[src/rtl/imem_loader_if.sv]
// ---------------------------------------------------------------------------
// imem_loader_if
//   Bundles the signals between the boot loader, its byte-stream source and
//   the instruction memory write port / core control.
//
//   Stream   : in_valid, in_data[7:0]  (source -> loader)
//              in_ready                (loader -> source)
//   Memory   : wr_en, wr_addr[31:0], wr_data[31:0]  (loader -> memory)
//   Status   : cpu_rst (active-high core reset), done, err  (loader -> system)
//
//   slave  : the loader side.
//   master : the stream source / observer side.
// ---------------------------------------------------------------------------
interface imem_loader_if;
    logic        in_valid;
    logic [7:0]  in_data;
    logic        in_ready;
    logic        wr_en;
    logic [31:0] wr_addr;
    logic [31:0] wr_data;
    logic        cpu_rst;
    logic        done;
    logic        err;

    modport slave (
        input  in_valid, in_data,
        output in_ready, wr_en, wr_addr, wr_data, cpu_rst, done, err
    );

    modport master (
        output in_valid, in_data,
        input  in_ready, wr_en, wr_addr, wr_data, cpu_rst, done, err
    );
endinterface : imem_loader_if

[src/rtl/imem_loader.sv]
// ---------------------------------------------------------------------------
// imem_loader
//   Boot-time loader for the instruction memory. Receives a framed byte
//   stream (SYNC, N lo, N hi, 4*N payload bytes LSB-first per word, XOR
//   checksum), packs little-endian 32-bit words and writes them one per
//   cycle starting at BASE_ADDR. The core is held in reset until a frame
//   with a good checksum has been loaded.
//
//   Ports:
//     clk   : clock, rising edge.
//     rst_n : synchronous active-low reset.
//     bus   : imem_loader_if.slave -- byte stream in, memory write port out,
//             cpu_rst / done / err status out. All outputs are registered.
// ---------------------------------------------------------------------------
module imem_loader #(
    parameter logic [31:0] BASE_ADDR      = 32'h0000_0000,
    parameter int unsigned MAX_WORDS      = 256,
    parameter logic [7:0]  SYNC_BYTE      = 8'hA5,
    parameter int unsigned TIMEOUT_CYCLES = 1000
) (
    input  logic          clk,
    input  logic          rst_n,
    imem_loader_if.slave  bus
);

    localparam int unsigned IDLE_W = $clog2(TIMEOUT_CYCLES + 1);

    typedef enum logic [2:0] {
        S_IDLE,
        S_LEN0,
        S_LEN1,
        S_DATA,
        S_WRITE,
        S_CSUM,
        S_DONE,
        S_ERR
    } state_t;

    // Registered state
    state_t              r_state;
    logic [15:0]         r_len;
    logic [15:0]         r_word_idx;
    logic [1:0]          r_byte_idx;
    logic [7:0]          r_csum;
    logic [31:0]         r_buf;
    logic [IDLE_W-1:0]   r_idle;
    logic                r_in_ready;
    logic                r_wr_en;
    logic [31:0]         r_wr_addr;
    logic [31:0]         r_wr_data;
    logic                r_cpu_rst;
    logic                r_done;
    logic                r_err;

    // Next-state values
    state_t              w_state_next;
    logic [15:0]         w_len_next;
    logic [15:0]         w_word_idx_next;
    logic [1:0]          w_byte_idx_next;
    logic [7:0]          w_csum_next;
    logic [31:0]         w_buf_next;
    logic [IDLE_W-1:0]   w_idle_next;
    logic [31:0]         w_wr_addr_next;
    logic [31:0]         w_wr_data_next;
    logic                w_cpu_rst_next;
    logic                w_done_next;
    logic                w_err_next;
    logic [15:0]         w_n;
    logic                w_fire;
    logic                w_counting;

    assign w_fire = bus.in_valid && r_in_ready;

    always_comb begin
        // NOTE: every variable gets a default here so no path leaves one
        // unassigned; a missing default would infer a latch.
        w_state_next    = r_state;
        w_len_next      = r_len;
        w_word_idx_next = r_word_idx;
        w_byte_idx_next = r_byte_idx;
        w_csum_next     = r_csum;
        w_buf_next      = r_buf;
        w_idle_next     = '0;
        w_wr_addr_next  = r_wr_addr;
        w_wr_data_next  = r_wr_data;
        w_cpu_rst_next  = r_cpu_rst;
        w_done_next     = r_done;
        w_err_next      = r_err;
        w_n             = {bus.in_data, r_len[7:0]};
        w_counting      = 1'b0;

        unique case (r_state)
            S_IDLE, S_DONE, S_ERR: begin
                if (w_fire && bus.in_data == SYNC_BYTE) begin
                    w_state_next   = S_LEN0;
                    w_cpu_rst_next = 1'b1;
                    w_done_next    = 1'b0;
                    w_err_next     = 1'b0;
                end
            end

            S_LEN0: begin
                w_counting = 1'b1;
                if (w_fire) begin
                    w_len_next[7:0] = bus.in_data;
                    w_state_next    = S_LEN1;
                end
            end

            S_LEN1: begin
                w_counting = 1'b1;
                if (w_fire) begin
                    w_len_next      = w_n;
                    w_word_idx_next = '0;
                    w_byte_idx_next = '0;
                    w_csum_next     = '0;
                    if (32'(w_n) > MAX_WORDS) begin
                        w_state_next = S_ERR;
                        w_err_next   = 1'b1;
                    end else if (w_n == 16'd0) begin
                        w_state_next = S_CSUM;
                    end else begin
                        w_state_next = S_DATA;
                    end
                end
            end

            S_DATA: begin
                w_counting = 1'b1;
                if (w_fire) begin
                    w_buf_next[{r_byte_idx, 3'b000} +: 8] = bus.in_data;
                    w_csum_next     = r_csum ^ bus.in_data;
                    w_byte_idx_next = r_byte_idx + 2'd1;
                    if (r_byte_idx == 2'd3) begin
                        // Present the completed word on the write port during
                        // the single WRITE cycle that follows.
                        w_state_next   = S_WRITE;
                        w_wr_addr_next = BASE_ADDR + {14'd0, r_word_idx, 2'b00};
                        w_wr_data_next = w_buf_next;
                    end
                end
            end

            S_WRITE: begin
                w_word_idx_next = r_word_idx + 16'd1;
                if (r_word_idx + 16'd1 == r_len) begin
                    w_state_next = S_CSUM;
                end else begin
                    w_state_next = S_DATA;
                end
            end

            S_CSUM: begin
                w_counting = 1'b1;
                if (w_fire) begin
                    if (bus.in_data == r_csum) begin
                        w_state_next   = S_DONE;
                        w_done_next    = 1'b1;
                        w_cpu_rst_next = 1'b0;
                    end else begin
                        w_state_next = S_ERR;
                        w_err_next   = 1'b1;
                    end
                end
            end

            default: w_state_next = S_IDLE;
        endcase

        // Idle timeout inside a frame. An accepted byte or any state entry
        // leaves the counter at zero; every entry into a counting state
        // happens either on an accepted byte or from WRITE, which does not
        // count, so the default of zero covers both.
        if (w_counting && !w_fire) begin
            if (r_idle == IDLE_W'(TIMEOUT_CYCLES - 1)) begin
                w_state_next = S_ERR;
                w_err_next   = 1'b1;
            end else begin
                w_idle_next = r_idle + IDLE_W'(1);
            end
        end
    end

    always_ff @(posedge clk) begin
        // NOTE: sequential state uses non-blocking assignments so every
        // register samples the values from before this edge.
        if (!rst_n) begin
            r_state    <= S_IDLE;
            r_len      <= '0;
            r_word_idx <= '0;
            r_byte_idx <= '0;
            r_csum     <= '0;
            r_buf      <= '0;
            r_idle     <= '0;
            r_in_ready <= 1'b0;
            r_wr_en    <= 1'b0;
            r_wr_addr  <= BASE_ADDR;
            r_wr_data  <= '0;
            r_cpu_rst  <= 1'b1;
            r_done     <= 1'b0;
            r_err      <= 1'b0;
        end else begin
            r_state    <= w_state_next;
            r_len      <= w_len_next;
            r_word_idx <= w_word_idx_next;
            r_byte_idx <= w_byte_idx_next;
            r_csum     <= w_csum_next;
            r_buf      <= w_buf_next;
            r_idle     <= w_idle_next;
            // Registered handshake: ready is withheld exactly in WRITE, so a
            // held byte simply waits one cycle.
            r_in_ready <= (w_state_next != S_WRITE);
            r_wr_en    <= (w_state_next == S_WRITE);
            r_wr_addr  <= w_wr_addr_next;
            r_wr_data  <= w_wr_data_next;
            r_cpu_rst  <= w_cpu_rst_next;
            r_done     <= w_done_next;
            r_err      <= w_err_next;
        end
    end

    assign bus.in_ready = r_in_ready;
    assign bus.wr_en    = r_wr_en;
    assign bus.wr_addr  = r_wr_addr;
    assign bus.wr_data  = r_wr_data;
    assign bus.cpu_rst  = r_cpu_rst;
    assign bus.done     = r_done;
    assign bus.err      = r_err;

endmodule : imem_loader

[src/flat_wrapper.sv]
// flat-port wrapper written by rule: the top's interface ports become plain ports
module imem_loader_flat 
#(
    parameter logic [31:0] BASE_ADDR      = 32'h0000_0000,
    parameter int unsigned MAX_WORDS      = 256,
    parameter logic [7:0]  SYNC_BYTE      = 8'hA5,
    parameter int unsigned TIMEOUT_CYCLES = 1000
)
  (clk, rst_n, bus_in_valid, bus_in_data, bus_in_ready, bus_wr_en, bus_wr_addr, bus_wr_data, bus_cpu_rst, bus_done, bus_err);
  imem_loader_if bus_i ();
  input  logic clk;
  input  logic rst_n;
  input wire logic [$bits(bus_i.in_valid)-1:0] bus_in_valid;
  input wire logic [$bits(bus_i.in_data)-1:0] bus_in_data;
  output wire logic [$bits(bus_i.in_ready)-1:0] bus_in_ready;
  output wire logic [$bits(bus_i.wr_en)-1:0] bus_wr_en;
  output wire logic [$bits(bus_i.wr_addr)-1:0] bus_wr_addr;
  output wire logic [$bits(bus_i.wr_data)-1:0] bus_wr_data;
  output wire logic [$bits(bus_i.cpu_rst)-1:0] bus_cpu_rst;
  output wire logic [$bits(bus_i.done)-1:0] bus_done;
  output wire logic [$bits(bus_i.err)-1:0] bus_err;
  assign bus_i.in_valid = bus_in_valid;
  assign bus_i.in_data = bus_in_data;
  assign bus_in_ready = bus_i.in_ready;
  assign bus_wr_en = bus_i.wr_en;
  assign bus_wr_addr = bus_i.wr_addr;
  assign bus_wr_data = bus_i.wr_data;
  assign bus_cpu_rst = bus_i.cpu_rst;
  assign bus_done = bus_i.done;
  assign bus_err = bus_i.err;
  imem_loader #(.BASE_ADDR(BASE_ADDR), .MAX_WORDS(MAX_WORDS), .SYNC_BYTE(SYNC_BYTE), .TIMEOUT_CYCLES(TIMEOUT_CYCLES)) u_core (.clk(clk), .rst_n(rst_n), .bus(bus_i));
endmodule
[config.mk]
export PLATFORM = sky130hd
export DESIGN_NAME = imem_loader_flat
export DESIGN_NICKNAME = d
export VERILOG_FILES = /design/src/rtl/imem_loader_if.sv /design/src/rtl/imem_loader.sv /design/src/flat_wrapper.sv
export SDC_FILE = /design/constraint.sdc
export NUM_CORES = 1
export LEC_CHECK = 0
export CAP_MARGIN = 10
export CORE_ASPECT_RATIO = 0.8
export CORE_MARGIN = 1
export CORE_UTILIZATION = 40
export DETAILED_ROUTE_END_ITERATION = 6
export PLACE_DENSITY_LB_ADDON = 0.05
export RECOVER_POWER = 25
export SYNTH_ARGS = -nofsm -noshare
export SYNTH_HDL_FRONTEND = slang
export SYNTH_SLANG_ARGS = --single-unit
[constraint.sdc]
create_clock -name clk -period 4.67 [get_ports clk]
set_input_delay 0.934 -clock clk [delete_from_list [all_inputs] [get_ports clk]]
set_output_delay 0.934 -clock clk [all_outputs]
set_load 0.005 [all_outputs]
==> impl_metrics.csv <==
group,metric,value,unit
timing,min_period_over_period,68.7,%
timing,fmax,312,MHz
timing,final.setup_skew,0.0117,ns
power,p_int,1.98,mW
cts,cts-resized-gates,0,
layout,final_layout_size_suffix_gt1_share,6.35,%
grt,grt_start_max_net_pins,76,
worst_hold_path,whs_path_depth,2,
power,power.clock.fraction,50.6,%
setup_path,reg2regPathDepth,4,
status,run_status,"finished clean",
setup_path,worst-r2r-setup-slack,1.99,ns
setup_path,worst_setup_path_end_kind,"flop",
placement,place_hpwl,10900,um
timing,worst-slew-pin-transition,1.11,ns
timing,maxSlewViolCount,0,
floorplanning,fp.dieH,119,um
cts,buffer_cell_driving_the_clock_tree_root,"sky130_fd_sc_hd__clkbuf_16",
layout,antenna_cells,0,
drt,first_iter_violations,409,
power,max-vdd-ir-drop,0.277,mV
power,share_comb_of_total_power,2.6,%
setup_path,critical_path_class,"input pin to flop",
grt,grt_first_pass_wirelength,26900,um
layout,finalInstanceArea,8110,um2
worst_hold_path,hold_path.class,"flop to flop",
layout,area_growth_syn_to_layout,17.8,%
floorplanning,die_w,149,um
timing,fin_setup_tns,0,ns
yosys,synth_top_area_share,40.7,%
cts,cts.sink_count,140,
setup_path,worstPathMaxFanout,75,
cts,insertion_delay,0.43,ns
yosys,synth-async-reset-ratio,0,%
floorplanning,num_rows,42,
job,cap_violations,0,
cts,worst_setup_hold_path_clk_slew,0.06,ns
power,power_switching_share,22.6,%
grt,initial_antenna_violation_count,0,
power,total_power,2.55,mW
cts,htree_levels,4,
grt,grt_pass1_vias,5205,
timing,setup_viol_count_final,0,
drt,tritonroute_pass_1_iters,7,
yosys,netlist_instances,812,
cts,numCtsBuffers,17,
power,p_leak,3.79,nW
cts,cts_setup_buffers,0,
power,power_per_cell_area,315,nW/um2
yosys,postSynthRegisterBits,140,
cts,hold_buffers,0,
placement,post_place_instance_area,7540,um2
setup_path,rr_endpoint,"u_core.bus.in_ready",
setup_path,crit_arrival,3.52,ns
grt,grt_overflow_total,0,
drt,post-route-drc-count,0,
grt,groute.usage.overall,19.5,%
placement,place.gp.congestion,0.854,
setup_path,crit_path_start_kind,"input pin",
floorplanning,coreArea,16700,um2
yosys,avgSynthCellArea,8.47,um2
floorplanning,io-pin-count,80,
yosys,synth_area_leaders,"sky130_fd_sc_hd__dfxtp_1, sky130_fd_sc_hd__o211a_1, sky130_fd_sc_hd__nand2_1, sky130_fd_sc_hd__nor2b_1, sky130_fd_sc_hd__a21oi_1",
power,p_switching,0.577,mW
cts,tritoncts,"yes",
cts,clock_tree.buffer_depth,2,
placement,numPortBuffers,63,
setup_path,r2r-start,"u_core.r_state[0]",
drt,route.final.wire_length,16600,um
timing,timing.slew.headroom,25.9,%
drt,routed_via_density,5.35,
timing,final-hold-violation-count,0,
drt,ant_nets,0,
timing,timing.final.crit_period,3.21,ns
worst_hold_path,min_delay_worst_endpoint,"u_core.bus.wr_addr[9]",
drt,drt-wirelength-per-cell,15.5,um
yosys,yosysWarningCount,0,
yosys,netlist.top_cell.by_area,"sky130_fd_sc_hd__dfxtp_1",
worst_hold_path,timing.hold.worst.start,"u_core.bus.wr_addr[9]",
yosys,ys_seq_area_share,40.7,%
layout,post_layout_nets,857,
timing,fin_hold_ws,0.448,ns
timing,rsz0062_at_grt,"no",
yosys,synth_cell_type_count,61,
drt,dr_total_vias,5725,
yosys,synth_enable_flop_cells,0,
power,power.sequential.fraction,46.8,%
yosys,mappedNetlistArea,6880,um2
setup_path,required,4.98,ns
layout,final_cell_count_no_fill,1071,
placement,cell_count_post_placement,1039,
floorplanning,dieArea,17700,um2
floorplanning,floorplan.initialDensity,41.3,%
yosys,primary_ff_master_synth,"sky130_fd_sc_hd__dfxtp_1",
## synthesized netlist by cell type, drive strengths merged (4+ instances only)
master	count
nor2	25
clkbuf	51
a31oi	5
xor2	19
inv	8
and3	7
nor2b	53
xnor2	17
ha	8
and4	4
o21ai	31
dfxtp	140
o211a	68
a21oi	49
nand3	14
or3	5
nor3b	4
nor4	6
nand2	154
a21boi	30
or4	5
nand4	8
nand2b	4
nor3	11
and2	14
mux2i	8
buf	30
## cell type report
cell class | count | area (um2)
Clock buffer | 19 | 453
Clock inverter | 13 | 116
Fill cell | 1568 | 8550
Inverter | 8 | 30.0
Multi-Input combinational cell | 598 | 3720
Sequential cell | 140 | 2800
Tap cell | 220 | 275
Timing Repair Buffer | 73 | 703
## flip-flops by register name (all words and copies together) (netlist names)
signal	cells
u_core.bus.wr_data	32
u_core.r_buf	32
u_core.bus.wr_addr	16
u_core.r_len	16
u_core.r_word_idx	16
u_core.r_idle	10
u_core.r_csum	8
u_core.r_state	3
u_core.r_byte_idx	2
u_core.bus.cpu_rst	1
u_core.bus.done	1
u_core.bus.err	1
u_core.bus.in_ready	1
u_core.bus.wr_en	1
## through the flow
| stage | util [%] | setup WS, ns |
|---|---|---|
| final | 48.7 | 1.46 |
| after global placement | 45.2 | 1.13 |
| after global routing | 48.7 | 1.23 |
| after detailed placement | 45.2 | 1.10 |
| after CTS | 48.7 | 1.55 |
| after floorplan | - | 1.99 |
## power groups by stage
stage / registers, mW / logic (mW) / clock network, mW
floorplan: 1.22 / 0.0497 / 0
global placement: 1.22 / 0.0668 / 0
detailed placement: 1.22 / 0.0670 / 0
CTS: 1.20 / 0.0674 / 1.33
global route: 1.19 / 0.0731 / 1.38
finish: 1.20 / 0.0672 / 1.29
## worst max path at each step
stage / from / to / cells after the start
2_1_floorplan: bus_in_data[3] / u_core.r_state[2] / 6
3_3_place_gp: bus_in_valid / u_core.bus.in_ready / 6
3_5_place_dp: bus_in_valid / u_core.bus.in_ready / 6
4_1_cts: bus_in_valid / u_core.bus.in_ready / 6
5_1_grt: bus_in_valid / u_core.bus.in_ready / 6
6_report: bus_in_valid / u_core.bus.in_ready / 6
## cells by family after synthesis
group	share of synthesized area, %
multiplexers	1.16
buffers and inverters	6.04
adder cells (fa/ha/maj)	1.46
XOR/XNOR	4.58
other	0.0545
AO/OA/AOI/OAI	22.0
flip-flops	40.7
AND/OR/NAND/NOR	24.0
## worst max-delay path, cell delays in order
cell and delay, ns:
sky130_fd_sc_hd__dlygate4sd3_1 0.59, sky130_fd_sc_hd__and2_1 0.23, sky130_fd_sc_hd__and4b_2 0.25, sky130_fd_sc_hd__buf_4 0.58, sky130_fd_sc_hd__nand2_1 0.58, sky130_fd_sc_hd__and2_1 0.34
## metal layers
layer / up-vias / wire length (um) / share of wire (%) / global-route usage, %
met2: 168 / 6840 / 41 / 26.6
met3: 22 / 939 / 5.7 / 5.67
met4: 0 / 240 / 1.4 / 7.09
met1: 2693 / 8560 / 52 / 28.5
li1: 2842 / - / - / -
met5: - / 0 / 0 / 0
## cell usage in the layout, fill, tap and decap left out, types with 6 or more instances in the layout
cell type,count
sky130_fd_sc_hd__nand2_1,154
sky130_fd_sc_hd__dfxtp_1,140
sky130_fd_sc_hd__o211a_1,68
sky130_fd_sc_hd__nor2b_1,53
sky130_fd_sc_hd__a21oi_1,49
sky130_fd_sc_hd__dlygate4sd3_1,37
sky130_fd_sc_hd__o21ai_0,31
sky130_fd_sc_hd__clkdlybuf4s50_1,25
sky130_fd_sc_hd__nor2_1,24
sky130_fd_sc_hd__xor2_1,19
sky130_fd_sc_hd__xnor2_1,17
sky130_fd_sc_hd__a21boi_1,17
sky130_fd_sc_hd__clkbuf_16,17
sky130_fd_sc_hd__conb_1,16
sky130_fd_sc_hd__nand3_1,14
sky130_fd_sc_hd__and2_1,13
sky130_fd_sc_hd__a21boi_0,13
sky130_fd_sc_hd__buf_4,11
sky130_fd_sc_hd__nor3_1,10
sky130_fd_sc_hd__inv_1,8
sky130_fd_sc_hd__nand4_1,8
sky130_fd_sc_hd__mux2i_1,8
sky130_fd_sc_hd__ha_1,8
sky130_fd_sc_hd__and3_1,7
sky130_fd_sc_hd__clkinvlp_4,6
(Power assumes the default switching activity.)
